[src/rtl/pipe_stage_skid_reg_if.sv]
`default_nettype none
// +--------------------------------------------------------------------------+
// | pipe_stage_skid_reg_if : valid/ready handshake bundle for a skid stage   |
// | Revision: 1.0                                                            |
// +--------------------------------------------------------------------------+
interface pipe_stage_skid_reg_if #(
  parameter int CTRL_W = 3,
  parameter int DATA_W = 68
);
  logic              in_valid;
  logic              in_ready;
  logic [CTRL_W-1:0] in_ctrl;
  logic [DATA_W-1:0] in_data;
  logic              out_valid;
  logic              out_ready;
  logic [CTRL_W-1:0] out_ctrl;
  logic [DATA_W-1:0] out_data;
  logic [1:0]        occupancy;

  modport master (
    output in_valid, in_ctrl, in_data, out_ready,
    input  in_ready, out_valid, out_ctrl, out_data, occupancy
  );

  modport slave (
    input  in_valid, in_ctrl, in_data, out_ready,
    output in_ready, out_valid, out_ctrl, out_data, occupancy
  );
endinterface
`default_nettype wire

[src/rtl/pipe_stage_skid_reg.sv]
`default_nettype none
// +--------------------------------------------------------------------------+
// | pipe_stage_skid_reg : 2-entry skid pipeline register with flush          |
// | Revision: 1.0                                                            |
// +--------------------------------------------------------------------------+
module pipe_stage_skid_reg #(
  parameter int CTRL_W = 3,
  parameter int DATA_W = 68
) (
  input  wire logic             clk,
  input  wire logic             rst,
  input  wire logic             flush,
  pipe_stage_skid_reg_if.slave  bus
);

  typedef enum logic [1:0] {
    EMPTY = 2'd0,
    ONE   = 2'd1,
    FULL  = 2'd2
  } state_t;

  state_t            state;
  logic              ready_q;
  logic              valid_q;
  logic [CTRL_W-1:0] main_ctrl;
  logic [DATA_W-1:0] main_data;
  logic [CTRL_W-1:0] skid_ctrl;
  logic [DATA_W-1:0] skid_data;
  logic              accept;
  logic              pop;

  assign accept = bus.in_valid & ready_q;
  assign pop    = valid_q & bus.out_ready;

  // Ready/valid are registered copies of the state so in_ready has no path from out_ready.
  always_ff @(posedge clk) begin
    if (rst) begin
      state     <= EMPTY;
      ready_q   <= 1'b1;
      valid_q   <= 1'b0;
      main_ctrl <= '0;
      main_data <= '0;
      skid_ctrl <= '0;
      skid_data <= '0;
    end else if (flush) begin
      state   <= EMPTY;
      ready_q <= 1'b1;
      valid_q <= 1'b0;
    end else begin
      case (state)
        EMPTY: begin
          if (accept) begin
            main_ctrl <= bus.in_ctrl;
            main_data <= bus.in_data;
            state     <= ONE;
            valid_q   <= 1'b1;
          end
        end
        ONE: begin
          if (accept && pop) begin
            main_ctrl <= bus.in_ctrl;
            main_data <= bus.in_data;
          end else if (accept) begin
            skid_ctrl <= bus.in_ctrl;
            skid_data <= bus.in_data;
            state     <= FULL;
            ready_q   <= 1'b0;
          end else if (pop) begin
            state   <= EMPTY;
            valid_q <= 1'b0;
          end
        end
        FULL: begin
          if (pop) begin
            main_ctrl <= skid_ctrl;
            main_data <= skid_data;
            state     <= ONE;
            ready_q   <= 1'b1;
          end
        end
        default: begin
          state   <= EMPTY;
          ready_q <= 1'b1;
          valid_q <= 1'b0;
        end
      endcase
    end
  end

  assign bus.in_ready  = ready_q;
  assign bus.out_valid = valid_q;
  assign bus.out_ctrl  = valid_q ? main_ctrl : '0;
  assign bus.out_data  = main_data;
  assign bus.occupancy = state;

endmodule
`default_nettype wire
[src/flat_wrapper.sv]
// flat-port wrapper written by rule: the top's interface ports become plain ports
module pipe_stage_skid_reg_flat 
#(
  parameter int CTRL_W = 3,
  parameter int DATA_W = 68
)
  (clk, rst, flush, bus_in_valid, bus_in_ctrl, bus_in_data, bus_out_ready, bus_in_ready, bus_out_valid, bus_out_ctrl, bus_out_data, bus_occupancy);
  pipe_stage_skid_reg_if #(.CTRL_W(CTRL_W), .DATA_W(DATA_W)) bus_i ();
  input  wire logic clk;
  input  wire logic rst;
  input  wire logic flush;
  input wire logic [$bits(bus_i.in_valid)-1:0] bus_in_valid;
  input wire logic [$bits(bus_i.in_ctrl)-1:0] bus_in_ctrl;
  input wire logic [$bits(bus_i.in_data)-1:0] bus_in_data;
  input wire logic [$bits(bus_i.out_ready)-1:0] bus_out_ready;
  output wire logic [$bits(bus_i.in_ready)-1:0] bus_in_ready;
  output wire logic [$bits(bus_i.out_valid)-1:0] bus_out_valid;
  output wire logic [$bits(bus_i.out_ctrl)-1:0] bus_out_ctrl;
  output wire logic [$bits(bus_i.out_data)-1:0] bus_out_data;
  output wire logic [$bits(bus_i.occupancy)-1:0] bus_occupancy;
  assign bus_i.in_valid = bus_in_valid;
  assign bus_i.in_ctrl = bus_in_ctrl;
  assign bus_i.in_data = bus_in_data;
  assign bus_i.out_ready = bus_out_ready;
  assign bus_in_ready = bus_i.in_ready;
  assign bus_out_valid = bus_i.out_valid;
  assign bus_out_ctrl = bus_i.out_ctrl;
  assign bus_out_data = bus_i.out_data;
  assign bus_occupancy = bus_i.occupancy;
  pipe_stage_skid_reg #(.CTRL_W(CTRL_W), .DATA_W(DATA_W)) u_core (.clk(clk), .rst(rst), .flush(flush), .bus(bus_i));
endmodule
[config.mk]
export PLATFORM = sky130hd
export DESIGN_NAME = pipe_stage_skid_reg_flat
export DESIGN_NICKNAME = d
export VERILOG_FILES = /design/src/rtl/pipe_stage_skid_reg_if.sv /design/src/rtl/pipe_stage_skid_reg.sv /design/src/flat_wrapper.sv
export SDC_FILE = /design/constraint.sdc
export NUM_CORES = 1
export LEC_CHECK = 0
export CELL_PAD_IN_SITES_DETAIL_PLACEMENT = 1
export CELL_PAD_IN_SITES_GLOBAL_PLACEMENT = 2
export CORE_ASPECT_RATIO = 1.25
export CORE_MARGIN = 2
export CORE_UTILIZATION = 31
export DETAILED_ROUTE_END_ITERATION = 10
export PLACE_DENSITY_LB_ADDON = 0.12
export SYNTH_ARGS = -nofsm -noshare
export SYNTH_HDL_FRONTEND = slang
export SYNTH_SLANG_ARGS = --single-unit
[constraint.sdc]
create_clock -name clk -period 2.8 [get_ports clk]
set_clock_uncertainty 0.1 [all_clocks]
set_input_delay 0.42 -clock clk [delete_from_list [all_inputs] [get_ports clk]]
set_output_delay 0.42 -clock clk [all_outputs]
set_load 0.005 [all_outputs]
==> results of run 1 <==
## kinds of logic after synthesis
kind of cell,after synthesis
AOI/OAI and AO/OA,223
and+or+nand+nor,164
buffers and inverters,133
DFF,146
muxes,1
## cell usage after synthesis
library cell	instances
buf_2	22
o21a_1	1
inv_1	71
a211oi_4	1
o21ai_0	1
clkbuf_1	40
a221oi_2	69
nand2b_1	2
and2_1	5
nand4_1	1
nand3b_1	1
a21boi_0	1
nor2b_1	1
and4_1	1
a21oi_1	76
mux2i_1	1
nand2_2	1
nor3_1	1
nor2_1	4
dfxtp_1	146
nand2_1	145
a221oi_1	2
and3b_1	1
o22ai_1	72
nor4_1	1
## final timing paths
path              slack, ps  cells past startpoint                    to
setup reg to reg        740                      5  u_core.skid_data[34]
setup / recovery        630                      2       bus_out_ctrl[0]
hold reg to reg         360                      2  u_core.skid_data[49]
hold / removal          360                      2  u_core.skid_data[49]
## tightest hold or removal path: stages, from the launching register on
cell and delay (ps):
dfxtp_1 310, nand2_1 50, a21oi_1 50
## where the power goes
group	internal [mW]	total (mW)	switching, mW	leakage, nW
combinational	0.373	0.686	0.313	1.30
clock	1.53	2.40	0.875	0.307
sequential	2.17	2.24	0.0606	1.19
total	4.08	5.33	1.25	2.80
## registers in the layout (all words and copies together) (netlist names)
name	cells
u_core.bus.out_data	68
u_core.skid_data	68
u_core.main_ctrl	3
u_core.skid_ctrl	3
u_core.bus.occupancy	2
u_core.bus.in_ready	1
u_core.bus.out_valid	1
## per-stage QoR
stage                     area (um2)  hold slack [ps]  std cells
final                           8397            357.0       1038
after floorplan                 6042            336.5        667
after global placement          7779            341.7       1007
after global routing            8397            374.1       1038
after detailed placement        7779            349.7       1007
after CTS                       8397            357.6       1038
## layout make-up
cell class,count,area (um2)
fill,2192,10860
tap,236,295.3
inverter,71,266.5
clock inverter,10,157.7
timing repair buffer,166,1685
clock buffer,21,460.4
sequential,146,2923
multi-input combinational,388,2609
## per-layer routing
layer  part of all wire  vias up
li1                   -     2614
met1               0.44     2657
met2               0.50      126
met3              0.050       12
met4             0.0098        0
met5                  0        -
==> results.py, run 1 <==
metrics = {
    "cts": {
        "cts_hold_buf": 0,
        "cts_setup_buffers": 0,
        "post_cts_resized": 0,
        "cts_tree": "built",
        "ctsLongestPathBuffers": 2,
        "root_buffer": "clkbuf_16",
        "cts_sinks": 146,
        "path_clk_slew_ps": 60,
        "h-tree-depth": 4,
        "worstSkewPairLatency_ps": 420,
        "cts_buffers": 17,
    },
    "synthesis": {
        "synth_cells": 667,
        "synthAdderAreaFrac": 0,
        "ys_seq_area_frac": 0.4837,
        "synth.distinct_cells": 25,
        "yosys_warnings": 0,
        "syn_area_mm2": 0.006042,
        "ys_top_cells_by_area": "dfxtp_1 48%, a221oi_2 17%, nand2_1 9.0%",
        "syn-num-nets": 743,
        "netlist.area_leader.share": 0.4837,
        "synth_top_family_by_area": "compound AO/OA/AOI/OAI gates",
        "synth.avg_cell_area_um2": 9.059,
        "synthSimpleGateAreaFrac": 0.1089,
        "synth_mux_area_frac": 0.001657,
        "synth_compound_area_frac": 0.3185,
        "yosys.area_share.xor_xnor": 0,
        "yosysTopAreaCell": "dfxtp_1",
        "synth-seq-cells": 146,
    },
    "global_route": {
        "use_met1": 0.2234,
        "grt_pass1_vias": 5944,
        "antenna_found_initial": 0,
        "grt_use_met3": 0.05595,
        "grt_max_degree": 72,
        "grt_use_met2": 0.3427,
        "grt-ovfl-total": 0,
        "grt_usage": 0.1924,
        "grt_pass1_wl_um": 31130,
        "grt-busiest-layer": "met2",
    },
    "detailed_routing": {
        "drtIter0Drc": 214,
        "vias_per_cell": 5.211,
        "vias": 5409,
        "drc": 0,
        "post_drt_wl_per_cell_um": 18.54,
        "ant_nets": 0,
        "drtPass1Iterations": 5,
        "routed_wl_um": 19250,
    },
    "setup_path": {
        "crit_arrival_ps": 1650,
        "r2r_start": "u_core.bus.occupancy[0]",
        "critPathKind": "reg2out",
        "critPathRequiredTime_ps": 2280,
        "slowest_delay_ps": 510,
        "crit_chain": "and2_1 -> clkdlybuf4s50_1",
        "endpoint_kind": "output pin",
        "worstPathBufferInverterCount": 1,
        "cp_top_family": "flip-flops",
        "start_kind": "register",
        "crit_start": "u_core.bus.out_valid",
        "worst-path-max-fanout": 9,
        "cp_slowest_cell": "dfxtp_1",
    },
    "sta": {
        "min_period_ps": 2173,
        "timing.final.crit_share": 0.7760,
        "final.setup.tns_ps": 0,
        "slew_headroom": 0.5357,
        "hold_viol": 0,
        "final-setup-viol-count": 0,
        "drv_slew": 0,
        "max_freq_mhz": 460.2,
        "layout_setup_ws_ps": 627.2,
        "tightest_slew_ps": 696.5,
        "rsz0062_at_grt": "no",
    },
    "finish": {
        "area_growth_pct": 38.97,
        "final_cell_mix": "149 x clkdlybuf4s50_1, 146 x dfxtp_1, 144 x nand2_1, 76 x a21oi_1, 72 x o22ai_1",
        "drive_gt1_frac": 0.1496,
        "antenna_cells": 0,
        "final_common_cell": "clkdlybuf4s50_1",
        "nNetsFinal": 866,
        "postLayoutCoreUtil": 0.4361,
    },
    "power_and_ir_drop": {
        "total_power_mw": 5.327,
        "peakVddDrop_mv": 0.4495,
        "cellPowerDensity_mw_per_mm2": 634.3,
        "p_leak_nw": 2.799,
    },
    "place": {
        "place_ws_ps": 357.6,
        "numPortBuffers": 150,
        "post-dp-hpwl_um": 11720,
        "gp_congestion": 0.7036,
    },
    "floorplan": {
        "die_y_um": 160.1,
        "die_x_um": 128.9,
        "core_mm2": 0.01926,
        "rows": 57,
        "start_util": 0.3138,
        "ioPinCount": 151,
        "dieArea_mm2": 0.02063,
    },
    "worst_hold_path": {
        "worstHoldPathType": "reg2reg",
        "hp-start": "u_core.skid_data[49]",
    },
    "run_status": {
        "status": "finished clean",
    },
    "job": {
        "drv_cap": 0,
    },
}
Note: power is estimated with default switching activity, not from simulation.
==> inputs of run 2 (changes only) <==
--- a/config.mk
+++ b/config.mk
@@ -9,7 +9,7 @@
 export CELL_PAD_IN_SITES_GLOBAL_PLACEMENT = 2
 export CORE_ASPECT_RATIO = 1.25
 export CORE_MARGIN = 2
-export CORE_UTILIZATION = 31
+export CORE_UTILIZATION = 29
 export DETAILED_ROUTE_END_ITERATION = 10
 export PLACE_DENSITY_LB_ADDON = 0.12
 export SYNTH_ARGS = -nofsm -noshare
==> constraint.sdc (replaced) <==
create_clock -name clk -period 2.1 [get_ports clk]
set_clock_uncertainty 0.1 [all_clocks]
set_input_delay 0.315 -clock clk [delete_from_list [all_inputs] [get_ports clk]]
set_output_delay 0.315 -clock clk [all_outputs]
set_load 0.005 [all_outputs]
==> run 2 against run 1 <==
Final cell count rose by 5.2%. Via count increased by 1.2%. Sequential power increased by 33%. Non-clock buffer count increased by 15. Power up 31%. First-iteration DRC count decreased by 11%. Largest power group unchanged. Clock power is 27% higher. Hold slack got worse by 190 ps. Design area is 2.8% higher. Critical path depth grew 1. Core utilization down 1.9 points.
==> results.py, run 2 (same netlist as run 1, synthesis figures left out) <==
metrics = {
    "run_status": {
        "status": "finished clean",
    },
    "setup_path": {
        "crit_chain": "buf_6 -> and2_1 -> clkdlybuf4s50_1",
        "r2r_start": "u_core.bus.occupancy[1]",
        "critPathRequiredTime_ps": 1680,
        "critPathKind": "reg2out",
        "start_kind": "register",
        "endpoint_kind": "output pin",
        "crit_start": "u_core.bus.out_valid",
        "crit_arrival_ps": 1580,
        "rr_worst_depth": 5,
        "worst-path-max-fanout": 6,
        "crit_end": "bus_out_ctrl[0]",
        "cp_slowest_cell": "clkdlybuf4s50_1",
        "reg2reg_slack_ps": 250,
        "r2r_end": "u_core.bus.out_data[60]",
        "slowest_delay_ps": 510,
    },
    "power_and_ir_drop": {
        "cellPowerDensity_mw_per_mm2": 810.1,
        "p_leak_nw": 2.883,
        "peakVddDrop_mv": 0.5660,
    },
    "cts": {
        "cts_sinks": 146,
        "root_buffer": "clkbuf_16",
        "path_clk_slew_ps": 70,
        "worstSkewPairLatency_ps": 420,
        "cts_tree": "built",
        "ctsLongestPathBuffers": 2,
        "h-tree-depth": 4,
        "cts_buffers": 17,
        "cts_hold_buf": 0,
        "post_cts_resized": 0,
        "cts_setup_buffers": 0,
    },
    "floorplan": {
        "ioPinCount": 151,
        "start_util": 0.2923,
        "core_mm2": 0.02067,
        "die_x_um": 133.1,
        "die_y_um": 165.4,
        "dieArea_mm2": 0.02201,
        "rows": 59,
    },
    "finish": {
        "final_common_cell": "clkdlybuf4s50_1",
        "fillers": 2375,
        "final_cell_mix": "149 x clkdlybuf4s50_1, 145 x dfxtp_1, 144 x nand2_1, 76 x a21oi_1, 72 x o22ai_1",
        "drive_gt1_frac": 0.1687,
        "postLayoutCoreUtil": 0.4174,
        "stdcell_count": 1092,
        "fin_area_mm2": 0.008628,
        "antenna_cells": 0,
        "area_growth_pct": 42.80,
        "nNetsFinal": 881,
    },
    "worst_hold_path": {
        "hp-start": "rst",
        "worstHoldPathType": "in2reg",
        "hold-path-cell-count": 2,
    },
    "global_route": {
        "grt_usage": 0.1849,
        "grt_pass1_vias": 5943,
        "grt-ovfl-total": 0,
        "grt_pass1_wl_um": 31820,
        "antenna_found_initial": 0,
        "grt_max_degree": 60,
    },
    "sta": {
        "slew_headroom": 0.7395,
        "hold_viol": 0,
        "max_freq_mhz": 501.6,
        "drv_slew": 0,
        "rsz0062_at_grt": "no",
        "final-setup-viol-count": 0,
        "min_period_ps": 1994,
        "holdWs_ps": 170.5,
        "layout_setup_ws_ps": 106.2,
        "tightest_slew_ps": 390.8,
        "timing.final.crit_share": 0.9494,
    },
    "job": {
        "drv_cap": 0,
    },
    "detailed_routing": {
        "ant_nets": 0,
        "post_drt_wl_per_cell_um": 18.31,
        "routed_wl_um": 20000,
        "drc": 0,
        "vias": 5473,
        "drtPass1Iterations": 4,
        "vias_per_cell": 5.012,
        "drtIter0Drc": 190,
    },
    "place": {
        "place_ws_ps": -90.77,
        "numPortBuffers": 150,
        "gp_congestion": 0.7284,
        "placed_cell_area_mm2": 0.008039,
        "post-dp-hpwl_um": 12970,
        "dp_cells": 1060,
    },
}
## run 2: cell types whose count changed in the layout (fill, tap and decap cells not counted)
cell        change
inv_6           +4
buf_6           +1
clkinv_2        -3
buf_12          +8
bufinv_16       -2
buf_4           +6
dfxtp_1         -1
dfxtp_2         +1
clkbuf_8        -2
clkbuf_1        -1
clkinvlp_4      +5
## run 2: layout make-up
type | instances | area [um2] | area share
flip-flops and latches | 146 | 2924 | 0.3389
multi-input cells | 388 | 2609 | 0.3023
repair buffers | 181 | 1902 | 0.2204
clock buffers | 18 | 429.2 | 0.04974
well taps | 274 | 342.8 | 0.03973
inverters | 71 | 266.5 | 0.03089
clock inverters | 14 | 155.1 | 0.01798
## run 2: where the power goes
group | switching (mW) | internal, mW | leakage [nW]
registers | 0.0819 | 2.90 | 1.19
logic | 0.435 | 0.535 | 1.42
clock network | 1.28 | 1.76 | 0.270
total | 1.79 | 5.20 | 2.88
## run 2: worst min-delay path by stage
stage	slack (ps)	end
after floorplan	290	u_core.bus.occupancy[1]
after global routing	170	u_core.skid_data[67]
after CTS	160	u_core.skid_data[20]
after detailed placement	350	u_core.skid_data[20]
final	170	u_core.skid_data[20]
after global placement	340	u_core.skid_data[15]
## run 2: critical path: cells and delay by family (launching register included)
| family | cells | cell delay (ps) |
|---|---|---|
| AND/OR/NAND/NOR | 1 | 170 |
| flip-flops | 1 | 350 |
| buffers and inverters | 2 | 640 |
## run 2: through the flow
stage,power [mW],setup TNS (ps)
final,6.990,0
after global routing,7.277,0
after CTS,7.066,0
after detailed placement,4.020,-2755
after global placement,3.994,-255.2
after floorplan,3.463,0
## run 2: per-layer routing
layer | global-route usage | vias to the layer above | wire, um
met1 | 0.2180 | 2716 | 8843
met4 | 0.04739 | 0 | 188
met2 | 0.3290 | 101 | 9999
met3 | 0.05586 | 13 | 964
li1 | - | 2643 | -
met5 | 0 | - | 0
